`src/rtl/simplez_core_bus_if.sv`:
```
// rtl/simplez_core_bus_if.sv - request/acknowledge memory bus between the Simplez core and the fabric
interface simplez_core_bus_if #(
   parameter int AW = 9,
   parameter int DW = AW + 3
);
   logic          mem_req;
   logic          mem_we;
   logic [AW-1:0] mem_addr;
   logic [DW-1:0] mem_wdata;
   logic [DW-1:0] mem_rdata;
   logic          mem_ack;

   modport master (
      output mem_req, mem_we, mem_addr, mem_wdata,
      input  mem_rdata, mem_ack
   );

   modport slave (
      input  mem_req, mem_we, mem_addr, mem_wdata,
      output mem_rdata, mem_ack
   );
endinterface

```
`src/rtl/simplez_core_bus.sv`:
```
// rtl/simplez_core_bus.sv - Simplez ISA core with external req/ack bus, WAIT delay counter and HALT/resume
module simplez_core_bus #(
   parameter int            AW          = 9,
   parameter int            DW          = AW + 3,
   parameter logic [AW-1:0] RESET_PC    = '0,
   parameter int            WAIT_CYCLES = 2400000
) (
   input  logic                 clk,
   input  logic                 rst,
   simplez_core_bus_if.master   bus,
   input  logic                 cont,
   output logic                 halted,
   output logic [DW-1:0]        acc,
   output logic [AW-1:0]        pc,
   output logic                 zflag
);
   localparam int CW = (WAIT_CYCLES > 1) ? $clog2(WAIT_CYCLES) : 1;

   localparam logic [2:0] S_FETCH  = 3'd0;
   localparam logic [2:0] S_DECODE = 3'd1;
   localparam logic [2:0] S_MEM    = 3'd2;
   localparam logic [2:0] S_DELAY  = 3'd3;
   localparam logic [2:0] S_HALTED = 3'd4;

   localparam logic [2:0] OP_ST  = 3'd0;
   localparam logic [2:0] OP_LD  = 3'd1;
   localparam logic [2:0] OP_ADD = 3'd2;
   localparam logic [2:0] OP_BR  = 3'd3;
   localparam logic [2:0] OP_BZ  = 3'd4;
   localparam logic [2:0] OP_CLR = 3'd5;
   localparam logic [2:0] OP_DEC = 3'd6;

   logic [2:0]    state_q, state_d;
   logic [AW-1:0] pc_q, pc_d;
   logic [DW-1:0] acc_q, acc_d;
   logic [DW-1:0] ir_q, ir_d;
   logic          zflag_q, zflag_d;
   logic [CW-1:0] cnt_q, cnt_d;

   logic [2:0]    co;
   logic [AW-1:0] cd;
   logic          bus_active;

   assign co = ir_q[DW-1:DW-3];
   assign cd = ir_q[AW-1:0];
   assign bus_active = (state_q == S_FETCH) || (state_q == S_MEM);

   // Request is gated by rst so an outstanding transfer is abandoned in the same cycle
   assign bus.mem_req   = bus_active && !rst;
   assign bus.mem_we    = (state_q == S_MEM) && (co == OP_ST);
   assign bus.mem_addr  = (state_q == S_MEM) ? cd : pc_q;
   assign bus.mem_wdata = acc_q;

   assign halted = (state_q == S_HALTED);
   assign acc    = acc_q;
   assign pc     = pc_q;
   assign zflag  = zflag_q;

   always_comb begin
      state_d = state_q;
      pc_d    = pc_q;
      acc_d   = acc_q;
      ir_d    = ir_q;
      zflag_d = zflag_q;
      cnt_d   = cnt_q;
      case (state_q)
         S_FETCH: begin
            if (bus.mem_ack) begin
               ir_d    = bus.mem_rdata;
               pc_d    = pc_q + AW'(1);
               state_d = S_DECODE;
            end
         end
         S_DECODE: begin
            state_d = S_FETCH;
            case (co)
               OP_ST, OP_LD, OP_ADD: state_d = S_MEM;
               OP_BR:  pc_d = cd;
               OP_BZ:  if (zflag_q) pc_d = cd;
               OP_CLR: begin
                  acc_d   = '0;
                  zflag_d = 1'b1;
               end
               OP_DEC: begin
                  acc_d   = acc_q - DW'(1);
                  zflag_d = (acc_d == '0);
               end
               default: begin
                  if (ir_q[AW-1]) begin
                     cnt_d   = CW'(WAIT_CYCLES - 1);
                     state_d = S_DELAY;
                  end else begin
                     state_d = S_HALTED;
                  end
               end
            endcase
         end
         S_MEM: begin
            if (bus.mem_ack) begin
               if (co == OP_LD) begin
                  acc_d   = bus.mem_rdata;
                  zflag_d = (acc_d == '0);
               end else if (co == OP_ADD) begin
                  acc_d   = acc_q + bus.mem_rdata;
                  zflag_d = (acc_d == '0);
               end
               state_d = S_FETCH;
            end
         end
         S_DELAY: begin
            if (cnt_q == '0) state_d = S_FETCH;
            else             cnt_d   = cnt_q - CW'(1);
         end
         S_HALTED: begin
            if (cont) state_d = S_FETCH;
         end
         default: state_d = S_FETCH;
      endcase
   end

   always_ff @(posedge clk) begin
      if (rst) begin
         state_q <= S_FETCH;
         pc_q    <= RESET_PC;
         acc_q   <= '0;
         ir_q    <= '0;
         zflag_q <= 1'b0;
         cnt_q   <= '0;
      end else begin
         state_q <= state_d;
         pc_q    <= pc_d;
         acc_q   <= acc_d;
         ir_q    <= ir_d;
         zflag_q <= zflag_d;
         cnt_q   <= cnt_d;
      end
   end
endmodule

```
`src/flat_wrapper.sv`:
```
// flat-port wrapper written by rule: the top's interface ports become plain ports
module simplez_core_bus_flat 
#(
   parameter int            AW          = 9,
   parameter int            DW          = AW + 3,
   parameter logic [AW-1:0] RESET_PC    = '0,
   parameter int            WAIT_CYCLES = 2400000
)
  (clk, rst, cont, halted, acc, pc, zflag, bus_mem_req, bus_mem_we, bus_mem_addr, bus_mem_wdata, bus_mem_rdata, bus_mem_ack);
  simplez_core_bus_if #(.AW(AW), .DW(DW)) bus_i ();
  input  logic clk;
  input  logic rst;
  input  logic cont;
  output logic halted;
  output logic [DW-1:0] acc;
  output logic [AW-1:0] pc;
  output logic zflag;
  output wire logic [$bits(bus_i.mem_req)-1:0] bus_mem_req;
  output wire logic [$bits(bus_i.mem_we)-1:0] bus_mem_we;
  output wire logic [$bits(bus_i.mem_addr)-1:0] bus_mem_addr;
  output wire logic [$bits(bus_i.mem_wdata)-1:0] bus_mem_wdata;
  input wire logic [$bits(bus_i.mem_rdata)-1:0] bus_mem_rdata;
  input wire logic [$bits(bus_i.mem_ack)-1:0] bus_mem_ack;
  assign bus_mem_req = bus_i.mem_req;
  assign bus_mem_we = bus_i.mem_we;
  assign bus_mem_addr = bus_i.mem_addr;
  assign bus_mem_wdata = bus_i.mem_wdata;
  assign bus_i.mem_rdata = bus_mem_rdata;
  assign bus_i.mem_ack = bus_mem_ack;
  simplez_core_bus #(.AW(AW), .DW(DW), .RESET_PC(RESET_PC), .WAIT_CYCLES(WAIT_CYCLES)) u_core (.clk(clk), .rst(rst), .bus(bus_i), .cont(cont), .halted(halted), .acc(acc), .pc(pc), .zflag(zflag));
endmodule
```
`config.mk`:
```
export PLATFORM = sky130hd
export DESIGN_NAME = simplez_core_bus_flat
export DESIGN_NICKNAME = d
export VERILOG_FILES = /design/src/rtl/simplez_core_bus_if.sv /design/src/rtl/simplez_core_bus.sv /design/src/flat_wrapper.sv
export SDC_FILE = /design/constraint.sdc
export NUM_CORES = 1
export LEC_CHECK = 0
export CORE_AREA = 2 2 94 96
export DETAILED_ROUTE_END_ITERATION = 8
export DIE_AREA = 0 0 96 98
export GPL_ROUTABILITY_DRIVEN = 0
export HOLD_SLACK_MARGIN = 0.12
export PLACE_DENSITY = 0.86
export SYNTH_ARGS = -nofsm -noshare
export SYNTH_HDL_FRONTEND = slang
export SYNTH_SLANG_ARGS = --single-unit
```
`constraint.sdc`:
```
create_clock -name clk -period 3 [get_ports clk]
set_clock_uncertainty 0.15 [all_clocks]
set_input_delay 0.9 -clock clk [delete_from_list [all_inputs] [get_ports clk]]
set_output_delay 0.9 -clock clk [all_outputs]
set_load 0.05 [all_outputs]
```
==> impl_metrics.env, run 1 <==
export IMPL_path_class="in2reg"
export IMPL_stdcell_count=717
export IMPL_path_delay_family="compound AO/OA/AOI/OAI gates"
export IMPL_p_sw_uw=699
export IMPL_async_reset_ff_frac=0
export IMPL_period_share=1.00
export IMPL_required_ns=3.12
export IMPL_cts_buffers=9
export IMPL_drv_slew=0
export IMPL_status="finished with violations"
export IMPL_critPathMaxStageDelay_ns=0.43
export IMPL_power_frac_clock=0.382
export IMPL_p_seq_frac=0.381
export IMPL_initial_core_util=0.482
export IMPL_swShare=0.317
export IMPL_syn_nets=548
export IMPL_avgSynthCellArea_sq_um=7.90
export IMPL_reg2reg_to="u_core.zflag"
export IMPL_vias=4465
export IMPL_netlist_instances=516
export IMPL_hp_class="reg2reg"
export IMPL_layout_commonest_cell="buf_4"
export IMPL_synth_area_leader_cell="dfxtp_1"
export IMPL_die_height_um=98
export IMPL_synth_edff_count=0
export IMPL_arrival_ns=3.13
export IMPL_grt_use_total=0.255
export IMPL_violations="setup timing"
export IMPL_synth_seq_cells=59
export IMPL_syn_cell_area_sq_um=4080
export IMPL_final_util=0.646
export IMPL_setup_viol=2
export IMPL_synth_compound_area_share=0.207
export IMPL_ys_seq_area_frac=0.290
export IMPL_slew_headroom=0.601
export IMPL_cellLeakagePower_uw=0.00213
export IMPL_synthXorXnorAreaFrac=0.0644
export IMPL_dieArea_sq_um=9410
export IMPL_first_pass_iters=6
export IMPL_ir_drop_mv=0.280
export IMPL_synth_top_family_by_area="simple AND/OR/NAND/NOR gates"
export IMPL_cp_end_kind="flip-flop"
export IMPL_synth_fa_ha_area_frac=0.0509
export IMPL_p_int_uw=1500
export IMPL_reg2reg_slack_ns=0.30
export IMPL_grt_pass1_vias=4094
export IMPL_antenna_cells=0
export IMPL_viasPerCell=6.23
export IMPL_crit_chain="dlygate4sd2_1 -> fa_2 -> a211oi_4 -> o21bai_1 -> a21oi_1 -> xnor2_1 -> mux2i_1 -> o221a_2 -> a211oi_2"
export IMPL_cap_violations=0
export IMPL_period_minus_slack_ns=3.01
export IMPL_clk_path_buf_depth=2
export IMPL_synthTopCellsByArea="dfxtp_1 29%, nand2_1 6.1%, a21oi_1 5.5%"
export IMPL_row_count=34
export IMPL_wl_mm=13.3
export IMPL_critPathMaxFanout=4
export IMPL_r2r_start="u_core.acc[4]"
export IMPL_power_frac_comb=0.236
export IMPL_power_per_cell_area_nw_per_um2=403
export IMPL_yosys_area_top_type_share=0.290
export IMPL_fin_ws_ns=-0.0139
export IMPL_critPathLaunch="bus_mem_rdata[1]"
export IMPL_whs_ns=0.332
export IMPL_grt_overflow_total=0
export IMPL_cts_root_buf="clkbuf_8"
export IMPL_muxShareOfSynthArea=0.0506
export IMPL_start_kind="primary input"
export IMPL_dp_hpwl_mm=8.43
export IMPL_cts_tree="yes"
export IMPL_drive_gt1_frac=0.251
export IMPL_path_clk_slew_ns=0.07
export IMPL_postCtsHoldBufs=0
export IMPL_wl_per_cell_um=18.6
export IMPL_grt_max_degree=54
export IMPL_hold_viol_final=0
export IMPL_portBuffers=61
export IMPL_synthFlopType="dfxtp_1"
export IMPL_synth_cell_types=65
export IMPL_crit_path_end="u_core.acc[6]"
export IMPL_ioPinCount=62
export IMPL_critical_path_depth=9
export IMPL_grt_pass1_wl_mm=19.2
export IMPL_drtIter0Drc=560
export IMPL_layout_common_cells="66 x buf_4, 64 x nand2_1, 59 x dfxtp_1, 46 x nor2_1, 42 x clkdlybuf4s50_1"
export IMPL_synthSimpleGateAreaFrac=0.279
export IMPL_antenna_left=0
export IMPL_path_buf_inv=1
export IMPL_clock_sinks=59
export IMPL_clkLatencyLatePin_ns=0.36
export IMPL_dp_cells=698
export IMPL_rr_worst_depth=8
export IMPL_die_x_um=96
export IMPL_core_area_sq_um=8470
export IMPL_yosysWarnings=0
export IMPL_antenna_found_initial=0
export IMPL_post_route_drc_count=0
export IMPL_area_delta_synth_final_pct=34.1
export IMPL_cp_slowest_cell="fa_2"
export IMPL_htreeDepth=3
export IMPL_tightest_slew_ns=0.599
export IMPL_layout_nets=636
export IMPL_fmax_ghz=0.332
-- cell families after synthesis --
family,after synthesis
AO/OA/AOI/OAI,136
XOR/XNOR,30
adder cells (fa/ha/maj),16
buffers and inverters,47
flip-flops,59
multiplexers,19
AND/OR/NAND/NOR,209
-- final cells by class --
type / count / area [sq um]
well taps: 108 / 135
clock buffers: 10 / 138
multi-input cells: 410 / 2880
fillers: 629 / 3000
repair buffers: 117 / 1020
inverters: 7 / 26.3
clock inverters: 6 / 88.8
flip-flops and latches: 59 / 1180
-- cell usage after synthesis (2+ instances only) --
cell type	number
a211oi_1	11
a21oi_1	45
a221oi_1	5
a22oi_1	7
a31oi_1	7
and2_1	3
and3_1	3
and4_1	2
buf_2	8
buf_4	12
clkbuf_1	18
dfxtp_1	59
ha_1	15
inv_1	7
mux2_2	13
mux2i_1	6
nand2_1	66
nand2b_1	11
nand3_1	5
nand3b_1	4
nand4_1	4
nor2_1	46
nor2b_1	6
nor3_1	15
nor3b_1	2
nor4_1	14
nor4_2	3
nor4b_1	2
nor4b_4	2
o211ai_1	2
o21a_1	2
o21ai_0	35
o21bai_1	2
o221a_2	3
o221ai_1	2
o22ai_1	4
o32ai_1	2
or3_1	4
or3b_1	2
or4_1	2
or4_4	3
xnor2_1	18
xor2_1	12
-- layer usage --
| layer | GRT usage | part of all wire | vias up |
|---|---|---|---|
| met1 | 0.338 | 0.39 | 2089 |
| met5 | 0 | 0 | - |
| met4 | 0.108 | 0.048 | 0 |
| met2 | 0.400 | 0.47 | 274 |
| met3 | 0.0540 | 0.086 | 60 |
| li1 | - | - | 2042 |
-- tightest hold or removal path, stage by stage (launching register included) --
cell and delay (ns):
dfxtp_1 0.33, nand2_1 0.06, a21oi_1 0.05
-- registers in the layout, summed over array words and instances (netlist names) --
name,cells
u_core.cnt_q,22
u_core.acc,12
u_core.ir_q,12
u_core.pc,9
u_core.state_q,3
u_core.zflag,1
-- stage by stage --
stage               total power (uW)  cell area, sq um  setup TNS [ns]  worst slack (ns)
detailed placement              1330              5020           -4.95            -0.674
floorplan                       1160              4100         -0.0949           -0.0949
global route                    2280              5470          -0.329            -0.106
finish                          2200              5470         -0.0215           -0.0139
CTS                             2170              5320               0           0.00302
global placement                1320              5020           -4.33            -0.602
-- power by group through the flow --
stage,sequential (uW),clock (uW),combinational [uW]
global route,842,887,546
finish,840,842,521
detailed placement,855,0,476
global placement,854,0,465
CTS,838,849,484
floorplan,883,0,277
-- what timing repair did --
item,4_1_cts,5_1_grt
pin swaps,19,17
buffers inserted,2,1
resized for setup,17,32
setup endpoints to repair,8,9
-- worst min path at each step --
stage | startpoint | endpoint | slack, ns | cells past startpoint
after floorplan | u_core.ir_q[5] | u_core.ir_q[5] | 0.30 | 2
after global placement | u_core.ir_q[3] | u_core.ir_q[3] | 0.31 | 2
after detailed placement | u_core.ir_q[3] | u_core.ir_q[3] | 0.31 | 2
after CTS | u_core.ir_q[3] | u_core.ir_q[3] | 0.32 | 2
after global routing | u_core.ir_q[4] | u_core.ir_q[4] | 0.35 | 2
final | u_core.ir_q[6] | u_core.ir_q[6] | 0.33 | 2
Power figures use the tool's default switching activity.
==> run 2, diff against run 1 <==
- SETUP_SLACK_MARGIN: default -> 0.4
- SLEW_MARGIN: default -> 25
==> impl_metrics.env, run 2 (synthesis gave the netlist of run 1 again) <==
export IMPL_tightest_slew_ns=0.603
export IMPL_fill_cells=576
export IMPL_period_minus_slack_ns=2.91
export IMPL_critPathMaxFanout=4
export IMPL_path_clk_slew_ns=0.07
export IMPL_antenna_found_initial=0
export IMPL_clkLatencyLatePin_ns=0.35
export IMPL_cts_root_buf="clkbuf_8"
export IMPL_dp_hpwl_mm=8.45
export IMPL_reg2reg_to="u_core.zflag"
export IMPL_dp_cells=699
export IMPL_wl_per_cell_um=18.7
export IMPL_reg2reg_slack_ns=0.37
export IMPL_path_class="in2reg"
export IMPL_power_per_cell_area_nw_per_um2=398
export IMPL_layout_common_cells="64 x nand2_1, 63 x buf_4, 56 x dfxtp_1, 44 x nor2_1, 41 x a21oi_1"
export IMPL_grt_use_total=0.276
export IMPL_drtIter0Drc=479
export IMPL_fmax_ghz=0.344
export IMPL_grt_pass1_wl_mm=20.5
export IMPL_hold_path_depth=2
export IMPL_status="completed"
export IMPL_cap_violations=0
export IMPL_layout_nets=650
export IMPL_largest_reg_flops=22
export IMPL_pre_cts_ws_ns=-0.658
export IMPL_slew_headroom=0.598
export IMPL_first_pass_iters=5
export IMPL_hp_class="reg2reg"
export IMPL_drive_gt1_frac=0.319
export IMPL_min_delay_start="u_core.ir_q[1]"
export IMPL_p_int_uw=1640
export IMPL_post_route_drc_count=0
export IMPL_htreeDepth=3
export IMPL_viasPerCell=6.33
export IMPL_die_x_um=96
export IMPL_final_util=0.695
export IMPL_area_delta_synth_final_pct=44.2
export IMPL_swShare=0.299
export IMPL_dieArea_sq_um=9410
export IMPL_start_kind="primary input"
export IMPL_stdcell_count=731
export IMPL_layout_commonest_cell="nand2_1"
export IMPL_cellLeakagePower_uw=0.00252
export IMPL_cp_end_kind="flip-flop"
export IMPL_cts_tree="yes"
export IMPL_power_frac_clock=0.386
export IMPL_clk_path_buf_depth=2
export IMPL_antenna_left=0
export IMPL_portBuffers=61
export IMPL_ioPinCount=62
export IMPL_initial_core_util=0.482
export IMPL_clock_sinks=59
export IMPL_grt_pass1_vias=4322
export IMPL_rr_worst_depth=9
export IMPL_arrival_ns=3.02
export IMPL_hold_viol_final=0
export IMPL_r2r_start="u_core.acc[8]"
export IMPL_drv_slew=0
export IMPL_fin_ws_ns=0.0944
export IMPL_power_frac_comb=0.254
export IMPL_grt_setup_unrepaired="true"
export IMPL_grt_overflow_total=0
export IMPL_cts_buffers=9
export IMPL_hold_path_end="u_core.ir_q[1]"
export IMPL_core_area_sq_um=8470
export IMPL_largest_register="u_core.cnt_q"
export IMPL_ir_drop_mv=0.265
export IMPL_grt_max_degree=54
export IMPL_die_height_um=98
export IMPL_row_count=34
export IMPL_period_share=0.969
export IMPL_antenna_cells=0
export IMPL_vias=4630
export IMPL_p_sw_uw=700
export IMPL_finalSetupTns_ns=0
export IMPL_setup_viol=0
export IMPL_wl_mm=13.7
export IMPL_p_seq_frac=0.360
export IMPL_required_ns=3.11
[run 2: changes by cell type in the layout (fill, tap and decap cells not counted), moves of 6 or more]
cell             delta
clkdlybuf4s50_1    -40
clkbuf_2           +10
dlygate4sd2_1      +25
mux2_4              +8
mux2_2              -8
o21ai_2             +6
buf_12              +9
[run 2: how the worst max path moves through the flow]
stage | start | endpoint | cells after the start
2_1_floorplan | bus_mem_rdata[0] | u_core.acc[10] | 9
3_3_place_gp | bus_mem_rdata[0] | u_core.zflag | 10
3_5_place_dp | bus_mem_rdata[0] | u_core.acc[8] | 10
4_1_cts | bus_mem_rdata[8] | u_core.acc[11] | 9
5_1_grt | bus_mem_rdata[0] | u_core.zflag | 10
6_report | bus_mem_rdata[0] | u_core.zflag | 11
[run 2: stage by stage]
step	area (sq um)	hold slack [ns]	total power (uW)
4_1_cts	5690	0.333	2290
3_3_place_gp	5190	0.319	1360
5_1_grt	5880	0.351	2410
6_report	5880	0.331	2340
2_1_floorplan	4210	0.297	1180
3_5_place_dp	5190	0.324	1370
[run 2: power by group through the flow]
stage	sequential, uW	clock, uW	combinational (uW)
2_1_floorplan	884	0	294
3_3_place_gp	854	0	502
3_5_place_dp	857	0	516
4_1_cts	841	902	551
5_1_grt	846	938	627
6_report	843	903	594
[run 2: repair_timing]
| item | in CTS | in global routing |
|---|---|---|
| gates cloned | 2 | 1 |
| endpoints found under the setup margin | 55 | 37 |
| setup buffers | 8 | 5 |
| gates resized for setup | 92 | 62 |
| pin swaps | 20 | 24 |
| hold buffers | 0 | 0 |
[run 2: cell type report]
class	instances	area (sq um)	area share
clock buffers	11	141	0.0240
clock inverters	5	100	0.0170
inverters	7	26.3	0.00447
multi-input cells	411	3070	0.521
flip-flops and latches	59	1180	0.201
well taps	108	135	0.0230
repair buffers	130	1230	0.209
[run 2: per-layer routing]
layer  up-vias  share of wire  track usage
li1       2069              -            -
met1      2173           0.38        0.326
met2       304           0.48        0.457
met3        84          0.088       0.0764
met4         0          0.055        0.130
met5         -              0            0
[run 2: critical path, stage by stage]
cell      delay [ns]
buf_8           0.10
ha_4            0.15
fa_2            0.37
a211oi_4        0.33
o21ai_2         0.10
a21oi_1         0.18
a21oi_2         0.07
buf_4           0.14
nor4b_2         0.28
nand4_1         0.14
a221oi_2        0.25
